<file path="src/rtl/line_buffer_ctrl.sv">
// Sequencing controller for a KxK sliding-window line buffer: clears the line FIFOs, gates pixel shifts and flags complete windows.
// Optional LINE_BUFFER_CTRL_CFG_CHECK_EN adds err_o and rejects frames whose row length or row count is below KERNEL.
module line_buffer_ctrl #(
  parameter int DATA_W = 16,
  parameter int LEN_W  = 8,
  parameter int KERNEL = 3
) (
  input  logic             clk,
  input  logic             rst,
  input  logic             start_i,
  input  logic             abort_i,
  input  logic [LEN_W-1:0] cfg_row_length_i,
  input  logic [LEN_W-1:0] cfg_num_rows_i,
  input  logic             pix_valid_i,
  output logic             pix_ready_o,
  output logic             shifting_o,
  output logic             fifo_reset_o,
  output logic [LEN_W-1:0] row_length_o,
  output logic             window_valid_o,
  output logic             busy_o,
  output logic             done_o,
`ifdef LINE_BUFFER_CTRL_CFG_CHECK_EN
  output logic             err_o,
`endif
  output logic [2:0]       state_o
);

  // Pixel handshake: a pixel moves when pix_valid_i and pix_ready_o are both
  // high on a rising edge; pix_valid_i may drop at any time and nothing times out.
  typedef enum logic [2:0] {
    IDLE  = 3'd0,
    CLEAR = 3'd1,
    FILL  = 3'd2,
    RUN   = 3'd3,
    DONE  = 3'd4
  } state_t;

  localparam logic [LEN_W-1:0] K_LEN  = LEN_W'(KERNEL);
  localparam logic [LEN_W-1:0] K_LAST = LEN_W'(KERNEL - 1);

  if (KERNEL < 2 || DATA_W < 1) begin : g_bad_param
    $error("line_buffer_ctrl: KERNEL must be >= 2 and DATA_W >= 1");
  end

  state_t           state;
  logic [LEN_W-1:0] num_rows;
  logic [LEN_W-1:0] col_cnt;
  logic [LEN_W-1:0] row_cnt;
  logic             win_hit;
  logic             last_pix;

  // Abort and reset both veto a shift in the cycle they are asserted.
  assign shifting_o = pix_valid_i & pix_ready_o & ~abort_i & ~rst;
  assign win_hit    = (row_cnt >= K_LAST) && (col_cnt >= K_LAST);
  assign last_pix   = (row_cnt == num_rows - 1'b1) && (col_cnt == row_length_o - 1'b1);
  assign state_o    = state;

  always_ff @(posedge clk) begin
    if (rst) begin
      state          <= IDLE;
      col_cnt        <= '0;
      row_cnt        <= '0;
      num_rows       <= '0;
      row_length_o   <= '0;
      fifo_reset_o   <= 1'b1;
      pix_ready_o    <= 1'b0;
      window_valid_o <= 1'b0;
      busy_o         <= 1'b0;
      done_o         <= 1'b0;
`ifdef LINE_BUFFER_CTRL_CFG_CHECK_EN
      err_o          <= 1'b0;
`endif
    end else begin
      window_valid_o <= 1'b0;
      done_o         <= 1'b0;
      case (state)
        IDLE: begin
          if (start_i) begin
`ifdef LINE_BUFFER_CTRL_CFG_CHECK_EN
            if (cfg_row_length_i < K_LEN || cfg_num_rows_i < K_LEN) begin
              err_o <= 1'b1;
            end else begin
              err_o  <= 1'b0;
              state  <= CLEAR;
              busy_o <= 1'b1;
            end
`else
            state  <= CLEAR;
            busy_o <= 1'b1;
`endif
          end
        end
        CLEAR: begin
          if (abort_i) begin
            state  <= IDLE;
            busy_o <= 1'b0;
          end else begin
            row_length_o <= cfg_row_length_i;
            num_rows     <= cfg_num_rows_i;
            col_cnt      <= '0;
            row_cnt      <= '0;
            fifo_reset_o <= 1'b0;
            pix_ready_o  <= 1'b1;
            state        <= FILL;
          end
        end
        FILL, RUN: begin
          if (abort_i) begin
            state        <= IDLE;
            fifo_reset_o <= 1'b1;
            pix_ready_o  <= 1'b0;
            busy_o       <= 1'b0;
          end else if (shifting_o) begin
            window_valid_o <= win_hit;
            if (col_cnt == row_length_o - 1'b1) begin
              col_cnt <= '0;
              row_cnt <= row_cnt + 1'b1;
            end else begin
              col_cnt <= col_cnt + 1'b1;
            end
            if (last_pix) begin
              state       <= DONE;
              pix_ready_o <= 1'b0;
              busy_o      <= 1'b0;
              done_o      <= 1'b1;
            end else if (state == FILL && win_hit) begin
              state <= RUN;
            end
          end
        end
        DONE: begin
          state        <= IDLE;
          fifo_reset_o <= 1'b1;
        end
        default: begin
          state        <= IDLE;
          fifo_reset_o <= 1'b1;
          pix_ready_o  <= 1'b0;
          busy_o       <= 1'b0;
        end
      endcase
    end
  end

endmodule

</file>
<file path="config.mk">
export PLATFORM = sky130hd
export DESIGN_NAME = line_buffer_ctrl
export DESIGN_NICKNAME = d
export VERILOG_FILES = /design/src/rtl/line_buffer_ctrl.sv
export SDC_FILE = /design/constraint.sdc
export NUM_CORES = 1
export LEC_CHECK = 0
export BUFFER_PORTS_ARGS = -buffer_cell sky130_fd_sc_hd__buf_2
export CAP_MARGIN = 20
export CORE_ASPECT_RATIO = 0.6
export CORE_MARGIN = 5
export CORE_UTILIZATION = 56
export DETAILED_ROUTE_END_ITERATION = 10
export PLACE_DENSITY_LB_ADDON = 0.15
export RECOVER_POWER = 50
export SLEW_MARGIN = 15
export SYNTH_ARGS = -nofsm -noshare
export SYNTH_HDL_FRONTEND = slang
export SYNTH_SLANG_ARGS = --single-unit
</file>
<file path="constraint.sdc">
create_clock -name clk -period 2.7 [get_ports clk]
set_input_delay 0.135 -clock clk [delete_from_list [all_inputs] [get_ports clk]]
set_output_delay 0.135 -clock clk [all_outputs]
set_load 0.02 [all_outputs]
</file>
# Yosys cells after proc, flatten, opt, wreduce, memory -nomap -nowiden
# Cells that the tools add are included.
[op_classes]
addsub = 4
n_lt_le_gt_ge = 2
n_eq_ne = 16
n_mux = 28
n_bitwise = 10
reduce_logical = 15
[op_table]
columns = ["cell", "count"]
rows = [
  ["$mux W8", 7],
  ["$pmux W8 S2", 2],
  ["$add A8 B1 Y8 const B", 2],
  ["$eq A8 B8 Y1", 2],
  ["$ge A8 B2 Y1 const B", 2],
  ["$sub A8 B1 Y8 const B", 2],
  ["$mux W3", 5],
  ["$ne A2 B2 Y1 const B", 7],
  ["$reduce_and A5 Y1", 2],
  ["$mux W1", 9],
  ["$pmux W3 S3", 1],
  ["$reduce_and A4 Y1", 2],
  ["$not A1 Y1", 7],
  ["$eq A3 B2 Y1 const B", 2],
  ["$ne A3 B3 Y1 const B", 2],
  ["$pmux W1 S3", 2],
  ["$reduce_and A3 Y1", 2],
  ["$ne A4 B4 Y1 const B", 1],
  ["$pmux W1 S4", 1],
  ["$reduce_or A2 Y1", 2],
  ["$reduce_or A4 Y1", 1],
  ["$and A1 B1 Y1", 3],
  ["$eq A3 B1 Y1 const B", 1],
  ["$eq A3 B3 Y1 const B", 1],
  ["5 further kinds", 7],
]
[totals]
regBits = 40
input_bits = 21
out_inout_bits = 17

# Depth between registers and ports, before layout
[depth]
ltp_word = 8
depth_mapped = 9
mapped_depth_nobuf = 9

# Worst setup path before layout
# Ideal clock, no wire load.
[synth_timing]
path_type = "register -> register"
from = "register row_length_o[0]"
to = "register row_cnt[5]"
arrival_time_ns = 2.304
path_slack_ns = 0.276
stages_incl_launch_ff = 10
n_path_buf = 0
synth_period_minus_slack_ns = 2.424
path_cell_list = "dfxtp_1 inv_1 ha_1 nor2b_1 or3_1 a31o_2 a211o_2 a211oi_2 xnor2_1 nor2_1"
[synth_between]
elab_chain_cells = 4
[synth_lines]
columns = ["element", "line_no", "rtl"]
rows = [
  ["start: declaration", "18", "output logic [LEN_W-1:0] row_length_o,"],
  ["start signal: assignment", "98", "row_length_o <= cfg_row_length_i;"],
  ["$sub A8 B1 Y8", "115", "if (col_cnt == row_length_o - 1'b1) begin"],
  ["$eq A8 B8 Y1", "115", ""],
  ["$ne A2 B2 Y1 (no source line)", "-", ""],
  ["$reduce_and A5 Y1 (no source line)", "-", ""],
  ["end signal: assignment", "117", "row_cnt <= row_cnt + 1'b1;"],
  ["end: declaration", "48", "logic [LEN_W-1:0] row_cnt;"],
]
# Every way passes these cells.
# A chain may end at the register's enable or synchronous reset.

# Final worst setup path
[layout_timing]
from = "register row_length_o[0]"
to = "register row_cnt[0]"
# Same word-level chain as after synthesis.

==> flow_summary.ini <==
[status]
run_status = completed

[worst_setup_path]
r2r-end = row_cnt[0]$_SDFFE_PP0P_
critPathCaptureType = register
path_max_fanout = 8
crit_start = row_length_o[0]$_SDFFE_PP0P_
crit_type = register to register
regToRegSetupSlack_ps = 200
arrival_ps = 2670
r2r_cells = 9
start_kind = register
worstReg2RegStart = row_length_o[0]$_SDFFE_PP0P_
required_ps = 2870
endpoint = row_cnt[0]$_SDFFE_PP0P_

[floorplanning]
coreArea_sq_mm = 0.00403
rows = 18
die-width_um = 92.8
io_pins = 38
start_util_pct = 57.2
die-area_sq_mm = 0.00554
die_y_um = 59.7

[yosys]
syn_nets = 320
synth_cells = 293
syn_area_per_cell_sq_um = 7.87
synth_edf_count = 0
synth_warnings = 0
synth_cell_types = 52
synth_flop_cell = dfxtp_1
async_reset_ff_share_pct = 0
synth_area_sq_mm = 0.00231
synth_seq_cells = 40
ys_seq_area_share_pct = 34.7

[final_layout]
num-nets-final = 355
nFillCells = 400
antenna_cells = 0
synthToLayoutAreaGrowth_pct = 12.7
final_common_cell = nand2_1
most-common-layout-cells = nand2_1 (52), dfxtp_1 (40), a21oi_1 (28), nor2_1 (24), buf_2 (21)
layout-drive-gt1-share_pct = 13.7

[pwr]
pwr_density_cell_mw_per_mm2 = 646
total_leakage_power_uw = 0.000995
irDropWorstVdd_mv = 0.390

[route]
drc = 0
via_per_inst = 5.60
first_pass_iters = 4
wirelength_um = 5400
dr.first_iter.drc_count = 93
vias = 2122
wire_per_inst_um = 14.3
antenna_left = 0

[sta]
finalCritPeriodShare_pct = 92.5
min_period_ps = 2500
tightest_slew_ps = 582
setup_viol = 0
grt_setup_unrepaired = no
drv_slew = 0
layout_setup_ws_ps = 201
max_slew_margin_pct = 60.9
final.setup_skew_ps = 3.56
final.setup.tns_ps = 0
fmax_mhz = 400
hold_violations = 0

[clock_tree]
clock_sinks = 40
cts_setup_buffers = 0
cts-root-buf = clkbuf_8
numCtsBuffers = 5
clk_pin_slew_ps = 70
cts_tree = yes
clock_latency_ps = 290
ctsResizeCount = 0
holdBufCountCts = 0
ctsHtreeMaxLevel = 2
cts_buffer_depth = 2

[placement]
placement.io_buffers = 37
dp_hpwl_um = 3960
dp_slack_ps = 249
place_congestion = 0.822

[global_routing]
grt_usage_pct = 20.8
antenna_found_initial = 0
grt_max_degree = 33
overflow = 0
grt_pass1_wl_um = 9180
grt_pass1_vias = 1925

[hold_path]
hold_path_class = input pin to register

[job]
maxCapViolations = 0
worst min-delay path by stage:
| stage | depth (start not counted) | slack [ps] | to | start |
|---|---|---|---|---|
| floorplan | 2 | 240 | fifo_reset_o$_SDFFE_PP1P_ | rst |
| global placement | 3 | 370 | num_rows[1]$_SDFFE_PP0P_ | cfg_num_rows_i[1] |
| detailed placement | 3 | 380 | row_length_o[5]$_SDFFE_PP0P_ | cfg_row_length_i[5] |
| CTS | 3 | 70 | row_length_o[5]$_SDFFE_PP0P_ | cfg_row_length_i[5] |
| global route | 3 | 80 | row_length_o[0]$_SDFFE_PP0P_ | cfg_row_length_i[0] |
| finish | 3 | 80 | num_rows[2]$_SDFFE_PP0P_ | cfg_num_rows_i[2] |
cell type report:
cell class / count / area (sq um) / area share, %
repair buffers: 41 / 189 / 7.27
clock inverters: 2 / 10.0 / 0.385
flip-flops and latches: 40 / 801 / 30.8
inverters: 9 / 33.8 / 1.30
clock buffers: 6 / 82.6 / 3.18
multi-input cells: 231 / 1420 / 54.6
well taps: 50 / 62.6 / 2.41
registers in the layout, indices dropped and copies added (netlist names), 3 cells and up:
| name | count |
|---|---|
| state_o | 3 |
| col_cnt | 8 |
| row_length_o | 8 |
| num_rows | 8 |
| row_cnt | 8 |
cell usage after synthesis (2+ instances only):
| cell type | n | area share (%) |
|---|---|---|
| buf_2 | 2 | 0.43 |
| nand2_2 | 2 | 0.54 |
| and3_1 | 4 | 1.1 |
| a211oi_2 | 3 | 1.6 |
| nor3b_1 | 4 | 1.3 |
| inv_1 | 9 | 1.5 |
| nand2b_1 | 6 | 1.6 |
| mux2i_1 | 2 | 0.87 |
| or4_1 | 2 | 0.65 |
| nor4_1 | 3 | 0.81 |
| o21ai_0 | 4 | 0.87 |
| o21bai_1 | 2 | 0.65 |
| nor2_1 | 24 | 3.9 |
| dfxtp_1 | 40 | 35 |
| nor3_1 | 10 | 2.2 |
| or3_1 | 4 | 1.1 |
| and4b_1 | 2 | 0.87 |
| a21oi_1 | 28 | 6.1 |
| nand4_1 | 4 | 1.1 |
| a211oi_1 | 4 | 1.3 |
| nand3_1 | 9 | 2.0 |
| ha_1 | 6 | 3.3 |
| clkbuf_1 | 10 | 1.6 |
| nand2_1 | 52 | 8.5 |
| nor2b_1 | 3 | 0.81 |
| xnor2_1 | 15 | 5.7 |
| xor2_1 | 14 | 5.3 |
layer usage:
| layer | vias up | track usage [%] | part of all wire [%] |
|---|---|---|---|
| li1 | 1092 | - | - |
| met1 | 964 | 31.5 | 53 |
| met2 | 64 | 29.6 | 40 |
| met3 | 2 | 5.28 | 7.5 |
| met4 | 0 | 4.38 | 0.35 |
| met5 | - | 0 | 0 |
cells by family after synthesis:
| logic type | synth area share, % |
|---|---|
| AND/OR/NAND/NOR | 30.6 |
| AO/OA/AOI/OAI | 15.8 |
| flip-flops | 34.7 |
| XOR/XNOR | 11.0 |
| buffers and inverters | 3.69 |
| adder cells (fa/ha/maj) | 3.26 |
| multiplexers | 0.868 |
worst max-delay path, stage by stage (launching register included):
cell and delay, ps:
dfxtp_1 470, inv_1 80, ha_1 230, nor2b_1 150
or3_1 380, a31o_2 260, a211o_2 350, nand2_2 200
mux2i_1 210, nor2_1 50
stage by stage:
stage	hold WS [ps]	instance area [sq um]	std cells	utilization, %	total power, uW
after floorplan	244	2310	293	-	1140
after global placement	374	2530	371	62.8	1290
after detailed placement	383	2530	371	62.8	1300
after CTS	74.1	2630	379	65.1	1700
after global routing	78.0	2600	379	64.5	1790
final	79.9	2600	379	64.5	1680
where the power goes:
group / leakage, uW / switching (uW) / internal (uW)
clock network: 0.0000510 / 206 / 204
registers: 0.000324 / 72.7 / 646
logic: 0.000620 / 332 / 219
total: 0.000995 / 610 / 1070
Power figures use the tool's default switching activity.
